===== src/rtl/cnu_min_sched.sv =====
// Serial check-node min-sum scheduler: folds one sign/magnitude message per handshake into
// min1/min2/min1_idx/sign parity for a row of programmable degree, then offers the result.
module cnu_min_sched #(
  parameter int unsigned DATA_W = 8,
  parameter int unsigned IDX_W  = 8
) (
  input  logic              clk,
  input  logic              rst_n,
  input  logic              start,
  input  logic [IDX_W-1:0]  deg,
  input  logic              in_valid,
  output logic              in_ready,
  input  logic              in_sign,
  input  logic [DATA_W-1:0] in_mag,
  output logic              out_valid,
  input  logic              out_ready,
  output logic [DATA_W-1:0] min1,
  output logic [DATA_W-1:0] min2,
  output logic [IDX_W-1:0]  min1_idx,
  output logic              sign_prod,
  output logic              busy
);

  typedef enum logic [1:0] {StIdle, StLoad, StDone} state_e;

  localparam logic [DATA_W-1:0] MagMax = {DATA_W{1'b1}};

  state_e              state_q;
  logic [IDX_W-1:0]    deg_q;
  logic [IDX_W-1:0]    count_q;
  logic [DATA_W-1:0]   min1_q;
  logic [DATA_W-1:0]   min2_q;
  logic [IDX_W-1:0]    min1_idx_q;
  logic                sign_q;

  always_ff @(posedge clk) begin
    if (!rst_n) begin
      state_q    <= StIdle;
      deg_q      <= '0;
      count_q    <= '0;
      min1_q     <= MagMax;
      min2_q     <= MagMax;
      min1_idx_q <= '0;
      sign_q     <= 1'b0;
    end else begin
      unique case (state_q)
        StIdle: begin
          // Degrees below 2 have no meaningful min2, so such starts are dropped.
          if (start && (deg > IDX_W'(1))) begin
            state_q    <= StLoad;
            deg_q      <= deg;
            count_q    <= '0;
            min1_q     <= MagMax;
            min2_q     <= MagMax;
            min1_idx_q <= '0;
            sign_q     <= 1'b0;
          end
        end
        StLoad: begin
          if (in_valid) begin
            // Strict compares: on a tie the earlier message keeps min1 and its index.
            if (in_mag < min1_q) begin
              min2_q     <= min1_q;
              min1_q     <= in_mag;
              min1_idx_q <= count_q;
            end else if (in_mag < min2_q) begin
              min2_q <= in_mag;
            end
            sign_q  <= sign_q ^ in_sign;
            count_q <= count_q + IDX_W'(1);
            if (count_q == deg_q - IDX_W'(1)) begin
              state_q <= StDone;
            end
          end
        end
        StDone: begin
          if (out_ready) begin
            state_q <= StIdle;
          end
        end
        default: state_q <= StIdle;
      endcase
    end
  end

  assign in_ready  = (state_q == StLoad);
  assign out_valid = (state_q == StDone);
  assign busy      = (state_q != StIdle);
  assign min1      = min1_q;
  assign min2      = min2_q;
  assign min1_idx  = min1_idx_q;
  assign sign_prod = sign_q;

endmodule


===== config.mk =====
export PLATFORM = sky130hd
export DESIGN_NAME = cnu_min_sched
export DESIGN_NICKNAME = d
export VERILOG_FILES = /design/src/rtl/cnu_min_sched.sv
export SDC_FILE = /design/constraint.sdc
export NUM_CORES = 1
export LEC_CHECK = 0
export ABC_AREA = 1
export CORE_ASPECT_RATIO = 0.6
export CORE_MARGIN = 2
export CORE_UTILIZATION = 35
export CTS_CLUSTER_DIAMETER = 100
export DETAILED_ROUTE_END_ITERATION = 8
export PLACE_DENSITY_LB_ADDON = 0.25
export SLEW_MARGIN = 20
export SYNTH_ARGS = -nofsm -noshare
export SYNTH_HDL_FRONTEND = slang
export SYNTH_SLANG_ARGS = --single-unit

===== constraint.sdc =====
create_clock -name clk -period 2.07 [get_ports clk]
set_clock_uncertainty 0.15 [all_clocks]
set_input_delay 0.414 -clock clk [delete_from_list [all_inputs] [get_ports clk]]
set_output_delay 0.414 -clock clk [all_outputs]
set_load 0.05 [all_outputs]

==> key figures, run 1 <==
Flow run
  • Max cap viols: 0

CTS
  • H-tree levels: 2
  • CTS Hold Bufs: 0
  • Clk_lat worst skew: between 0.2 and 0.3 ns
  • CTS tree: built
  • CTS buffer count: 5
  • Clock-pin slew on the worst setup and hold paths: 0.07 ns
  • Postcts setup bufs: 0
  • CTS sink count: 43
  • CTS root buf: clkbuf_16
  • Max clock buf depth: 2

STA
  • Max transition margin: 0.6512
  • Crit share post-route: 0.9817
  • Maximum clock frequency: roughly 490 MHz
  • Count of final setup violators: 0
  • Fin crit period: between 2 and 2.5 ns
  • Setup TNS: 0 ns
  • Worst-Margin Slew: about 0.52 ns
  • Final Hold Fails: 0
  • Final Max Slew Viols: 0

Power
  • Switching power of the nets: 0.8733 mW
  • Worst VDD drop: 0.3701 mV
  • LEAKAGE: between 1.5 and 2 nW
  • Clock Power Share: 0.325
  • Sw frac: 0.3508
  • Comb pwr share: 0.308
  • Pwr Density: about 660 nW/um^2
  • Pint: about 1.6 mW
  • Sequential Power Share: 0.366

Setup path
  • FF-to-FF path depth: 11
  • R2r setup slk: around 0.090 ns
  • Req. time, crit path: 1.51 ns
  • Crit path depth: 1
  • Worst path slowest cell: clkdlybuf4s50_1
  • CP Cell Sequence: clkdlybuf4s50_1
  • Critical Path End Type: output pin
  • Critical path class: flip-flop to output pin
  • Crit-path max FO: 4
  • WP buf/inv: 1
  • Worst path arrival time: between 1 and 1.5 ns
  • Crit path largest cell delay: a little over 0.8 ns
  • Setup crit start kind: flip-flop
  • Cell family contributing the most delay on the critical path: buffers and inverters

Global route
  • Total track usage: 0.1979
  • Vias in the first global route: 2,531
  • Largest net degree at the start of global routing: 18
  • Grt total ovfl: 0
  • Initial antenna violation count: 0
  • First-pass GRT wire length: ~13,000 um

Logic synthesis
  • Post-Syn Instances: approximately 380
  • Dominant synthesized flop cell: dfxtp_1
  • Sequential area share after synthesis: 0.3346
  • Synth Area in Simple Gates: 0.3560
  • Xor/xnor share of the synthesized area: 0.01021
  • Syn_nets: 417
  • Post-synth EDFFs: 0
  • Area of the mapped netlist: approximately 2600 sq um
  • Ys async rst share: 0
  • Yosys reg bits: between 40 and 50
  • Compound-Gate Fraction of Synth Area: 0.1284
  • Syn_area_per_cell: roughly 6.8 sq um
  • Post-Synth Adder-Cell Area: 0.07782
  • Largest family of logic cells by synthesized area: simple AND/OR/NAND/NOR gates
  • Post-synthesis mux area share: 0
  • Synth warn: 0
  • Synth cell types: 31

Run status
  • Status: finished clean

Route
  • Via count: between 2,000 and 3,000
  • Vias per inst: ~5
  • Total Wirelength: between 7000 and 8000 um
  • Per-cell routed wire length: 14.20 um
  • Router iterations before antenna repair: 5
  • Iter 0 DRT Violations: 205
  • Routed Antenna Nets: 0
  • Remaining DRCs: 0

Floorplan
  • Num ports: 50
  • Core area: 7177 sq um
  • Die outline width: 114.7 um
  • Core Rows: 24
  • Starting Density: 0.3584
  • Die ar.: slightly above 8000 sq um
  • Die Y-Extent: 70.41 um

Layout
  • Diode count: 0
  • Filler cells: 675
  • Fin util: 0.5270
  • Fraction of layout cells with a size suffix above 1: 0.2721
  • Area Overhead vs Synth: 47.03%
  • Fin nets: 500
  • Footprint of the multi-input gates: approximately 1700 sq um
  • Sequential Area: a little under 900 sq um

Placed design
  • Port Buf Inserts: just under 50
  • DP HPWL: around 5800 um
  • Placer Congestion: about 0.86

Min path
  • Hold Path Class: flip-flop to flip-flop
  • Hold Crit Depth: 2
## through the flow
stage / hold slack (ns) / setup WS (ns) / cells / total power [mW] / instance area [sq um]
after global routing: 0.3506 / -0.01892 / 554 / 2.618 / 3782
final: 0.3283 / 0.03796 / 554 / 2.490 / 3782
after detailed placement: 0.3197 / -0.4939 / 542 / 1.619 / 3400
after global placement: 0.3097 / -0.4386 / 542 / 1.605 / 3400
after floorplan: 0.2980 / -0.09533 / 379 / 1.366 / 2635
after CTS: 0.3316 / 0.008770 / 551 / 2.441 / 3602
## cell type report
type	instances	area share
multi-input cells	279	0.4515
clock inverters	3	0.006285
repair buffers	84	0.1978
clock buffers	5	0.03308
inverters	49	0.04863
flip-flops and latches	43	0.2326
well taps	91	0.03010
## cell usage in the layout, fill, tap and decap left out, types with 6 or more instances in the layout
master	count
buf_4	55
nor3_1	15
ha_4	7
inv_1	46
o21ai_0	15
nor2_1	26
dfxtp_1	36
clkbuf_16	6
nand2_1	78
ha_1	9
a21oi_2	11
a21oi_1	27
clkdlybuf4s50_1	16
nand3_1	48
o21ai_1	6
## power by group through the flow
stage	Combinational [mW]	Clock (mW)	Sequential, mW
2_1_floorplan	0.356	0	1.01
3_3_place_gp	0.676	0	0.929
3_5_place_dp	0.690	0	0.928
4_1_cts	0.709	0.822	0.910
5_1_grt	0.842	0.858	0.918
6_report	0.768	0.810	0.912
## sequential cells by signal (all words and copies together) (netlist names)
register and flops:
state_q 2, min1_idx 8, min2 8, sign_prod 1
count_q 8, deg_q 8, min1 8
## synth_stat cells, types with 2 or more instances
master / n / area, sq um
nand2_4: 3 / 33.78
xor2_1: 3 / 26.28
inv_2: 2 / 7.510
dfxtp_1: 43 / 860.8
o21ai_0: 19 / 95.09
nor2_4: 2 / 22.52
nor3_1: 20 / 100.1
inv_1: 47 / 176.4
a21oi_1: 38 / 190.2
nor4_1: 2 / 12.51
nand2_1: 80 / 300.3
buf_2: 2 / 10.01
nand3_1: 48 / 240.2
nand2_2: 2 / 12.51
nor2_1: 29 / 108.9
ha_1: 16 / 200.2
o21ai_1: 2 / 10.01
nand4_1: 3 / 18.77
clkbuf_1: 6 / 22.52
## path summary, 6_finish.rpt
| check | start | endpoint |
|---|---|---|
| setup reg to reg | min1[5] | min2[3] |
| hold reg to reg | sign_prod | sign_prod |
| hold / removal | sign_prod | sign_prod |
| setup / recovery | min1[5] | min1[5] |
## per-layer routing
| layer | share of wire | wire [um] | track usage |
|---|---|---|---|
| met1 | 0.52 | 4076 | 0.3206 |
| met2 | 0.38 | 3021 | 0.2604 |
| met3 | 0.092 | 724 | 0.03906 |
| met4 | 0.0056 | 44 | 0.04336 |
| met5 | 0 | 0 | 0 |
## logic make-up after synthesis
| family | after synthesis |
|---|---|
| buffers and inverters | 60 |
| flip-flops | 43 |
| XOR/XNOR | 3 |
| AND/OR/NAND/NOR | 195 |
| AO/OA/AOI/OAI | 62 |
| adder cells (fa/ha/maj) | 16 |
## timing repair
| item | 4_1_cts | 5_1_grt |
|---|---|---|
| setup endpoints to repair | 24 | 26 |
| cloned | 1 | 3 |
| gates resized for setup | 12 | 36 |
| pin swaps | 6 | 12 |
(Power assumes the default switching activity.)
==> inputs of run 2 (changes only) <==
- DONT_BUFFER_PORTS: default -> 1
- REMOVE_ABC_BUFFERS: default -> 1
==> key figures, run 2 (synthesis results as in run 1) <==
Setup path
  • Critical Path End Type: flip-flop (was output pin)
  • R2r setup slk: 0.12 ns (was 0.09 ns)
  • R2R Path Start: min1[6] (was min1[5])
  • Req. time, crit path: 2.15 ns (was 1.51 ns)
  • Crit path depth: 10 (was 1)
  • Crit path largest cell delay: 0.35 ns (was 0.81 ns)
  • Most used cell, CP: nor2_1
  • End of the worst register-to-register path: min1_idx[2] (was min2[3])
  • Critical path class: flip-flop to flip-flop (was flip-flop to output pin)
  • Worst path slowest cell: dfxtp_1 (was clkdlybuf4s50_1)
  • Setup crit start kind: flip-flop (unchanged)
  • Worst path arrival time: 2.03 ns (was 1.47 ns)
  • WP buf/inv: 2 (was 1)
  • Cell family contributing the most delay on the critical path: simple AND/OR/NAND/NOR gates (was buffers and inverters)
  • CP Cell Sequence: inv_1 -> ha_1 -> nand2_1 -> nor2_1 -> a211oi_4 -> nand2_4 -> buf_12 -> nor3_1 -> a21oi_1 -> nor2_1 (was clkdlybuf4s50_1)
  • Crit path from: min1[6] (was min1[5])
  • Crit-path max FO: 12 (was 4)
  • FF-to-FF path depth: 10 (was 11)

Placed design
  • Pre-CTS setup slack: 0.01307 ns (was -0.4939 ns)
  • Placer Congestion: 0.8629 (was 0.8598)
  • Port Buf Inserts: 0 (was 49)
  • Post-Place Cells: 486 (was 542)
  • Placed inst area: 2834 sq um (was 3400 sq um)
  • DP HPWL: 5289 um (was 5797 um)

CTS
  • CTS buffer count: 5 (unchanged)
  • CTS Hold Bufs: 0 (unchanged)
  • Postcts setup bufs: 0 (unchanged)
  • H-tree levels: 2 (unchanged)
  • CTS root buf: clkbuf_16 (unchanged)
  • Clock-pin slew on the worst setup and hold paths: 0.06 ns (was 0.07 ns)
  • CTS resizes: 0 (was 12)
  • CTS sink count: 43 (unchanged)
  • Max clock buf depth: 2 (unchanged)
  • CTS tree: built (unchanged)
  • Clk_lat worst skew: 0.29 ns (about the same)

STA
  • Crit share post-route: 0.9426 (was 0.9817)
  • Final Hold Fails: 0 (unchanged)
  • Hold Worst Slack: 0.06014 ns (was 0.3283 ns)
  • Maximum clock frequency: 512.5 MHz (was 492.1 MHz)
  • Worst-Margin Slew: 0.5697 ns (was 0.5192 ns)
  • Final WS setup: 0.1188 ns (was 0.03796 ns)
  • Fin crit period: 1.951 ns (was 2.032 ns)
  • Final Max Slew Viols: 0 (unchanged)
  • RSZ-0062 raised after global routing: no
  • Count of final setup violators: 0 (unchanged)
  • Setup TNS: 0 ns (unchanged)
  • Max transition margin: 0.6197 (was 0.6512)

Route
  • Via count: 2,528 (was 2,810)
  • Total Wirelength: 7362 um (was 7867 um)
  • Iter 0 DRT Violations: 171 (was 205)
  • Routed Antenna Nets: 0 (unchanged)
  • Vias per inst: 5.087 (was 5.072)
  • Per-cell routed wire length: 14.81 um (was 14.20 um)
  • Remaining DRCs: 0 (unchanged)
  • Router iterations before antenna repair: 5 (unchanged)

Layout
  • Most common cell after layout, fill and taps aside: nand2_1 (unchanged)
  • Fin util: 0.4409 (was 0.5270)
  • Area Overhead vs Synth: 23.01% (was 47.03%)
  • Fin nets: 443 (was 500)
  • Filler cells: 744 (was 675)
  • Final Non-Filler Cells: 497 (was 554)
  • Diode count: 0 (unchanged)
  • Commonest non-fill, non-tap cells in the layout: 80 x nand2_1, 48 x nand3_1, 47 x inv_1 (was 78 x nand2_1, 55 x buf_4, 48 x nand3_1)
  • Design Area, Final: 3164 sq um (was 3782 sq um)
  • Fraction of layout cells with a size suffix above 1: 0.1601 (was 0.2721)

Run status
  • Status: finished clean (unchanged)

Floorplan
  • Core Rows: 24 (unchanged)
  • Num ports: 50 (unchanged)
  • Starting Density: 0.3584 (unchanged)
  • Die ar.: 8074 sq um (unchanged)
  • Core area: 7177 sq um (unchanged)
  • Die Y-Extent: 70.41 um (unchanged)
  • Die outline width: 114.7 um (unchanged)

Min path
  • Hold Crit Depth: 1 (was 2)
  • Hold path start: rst_n (was sign_prod)
  • Hold Path Class: primary input to flip-flop (was flip-flop to flip-flop)
  • Hold path endpoint: min1[4] (was sign_prod)

Global route
  • Met1 GRT Util: 0.2822 (was 0.3206)
  • Global Route met3 Usage: 0.05382 (was 0.03906)
  • Total track usage: 0.1824 (was 0.1979)
  • Largest net degree at the start of global routing: 29 (was 18)
  • First-pass GRT wire length: 11,520 um (was 12,610 um)
  • Vias in the first global route: 2,248 (was 2,531)
  • Initial antenna violation count: 0 (unchanged)
  • Global route hottest layer: met1 (unchanged)
  • Met2 usage in global routing: 0.2413 (was 0.2604)
  • Grt total ovfl: 0 (unchanged)

Power
  • LEAKAGE: 1.483 nW (was 1.766 nW)
  • Design Power: 2.465 mW (was 2.490 mW)
  • Pwr Density: 779.0 nW/um^2 (was 658.2 nW/um^2)
  • Worst VDD drop: 0.2971 mV (was 0.3701 mV)

Flow run
  • Max cap viols: 0 (unchanged)
-- run 2: changes by cell type in the layout (fill, tap and decap cells not counted), sizes merged, moves of 2 or more --
cell	change
buf	-33
clkinvlp	-2
clkdlybuf4s50	-16
dlymetal6s2s	-4
-- run 2: layout make-up --
| type | instances | area (sq um) | area share |
|---|---|---|---|
| Timing Repair Buffer | 28 | 244.0 | 0.07711 |
| Multi-Input combinational cell | 278 | 1587 | 0.5014 |
| Clock inverter | 2 | 35.03 | 0.01107 |
| Tap cell | 91 | 113.9 | 0.03598 |
| Inverter | 49 | 183.9 | 0.05813 |
| Sequential cell | 43 | 862.1 | 0.2724 |
| Clock buffer | 6 | 138.9 | 0.04389 |
-- run 2: worst max path at each step --
stage	to
finish	min1_idx[2]
global route	min1[0]
CTS	min2[2]
detailed placement	min2[6]
global placement	min2[1]
floorplan	min1_idx[0]
-- run 2: power breakdown --
group          leakage [nW]  switching (mW)  internal, mW
Sequential            0.351          0.0340         0.872
Clock                0.0868           0.338         0.600
Combinational          1.05           0.419         0.201
-- run 2: worst reg2reg max path: stages (launching register included) --
cell	delay, ns
dfxtp_1	0.35
inv_1	0.05
ha_1	0.26
nand2_1	0.07
nor2_1	0.07
a211oi_4	0.28
nand2_4	0.14
buf_12	0.18
nor3_1	0.19
a21oi_1	0.06
nor2_1	0.09
-- run 2: per-layer routing --
| layer | wire [um] | vias up |
|---|---|---|
| met5 | 0 | - |
| met4 | 71 | 0 |
| met3 | 534 | 6 |
| met2 | 2913 | 63 |
| met1 | 3843 | 1148 |
| li1 | - | 1311 |
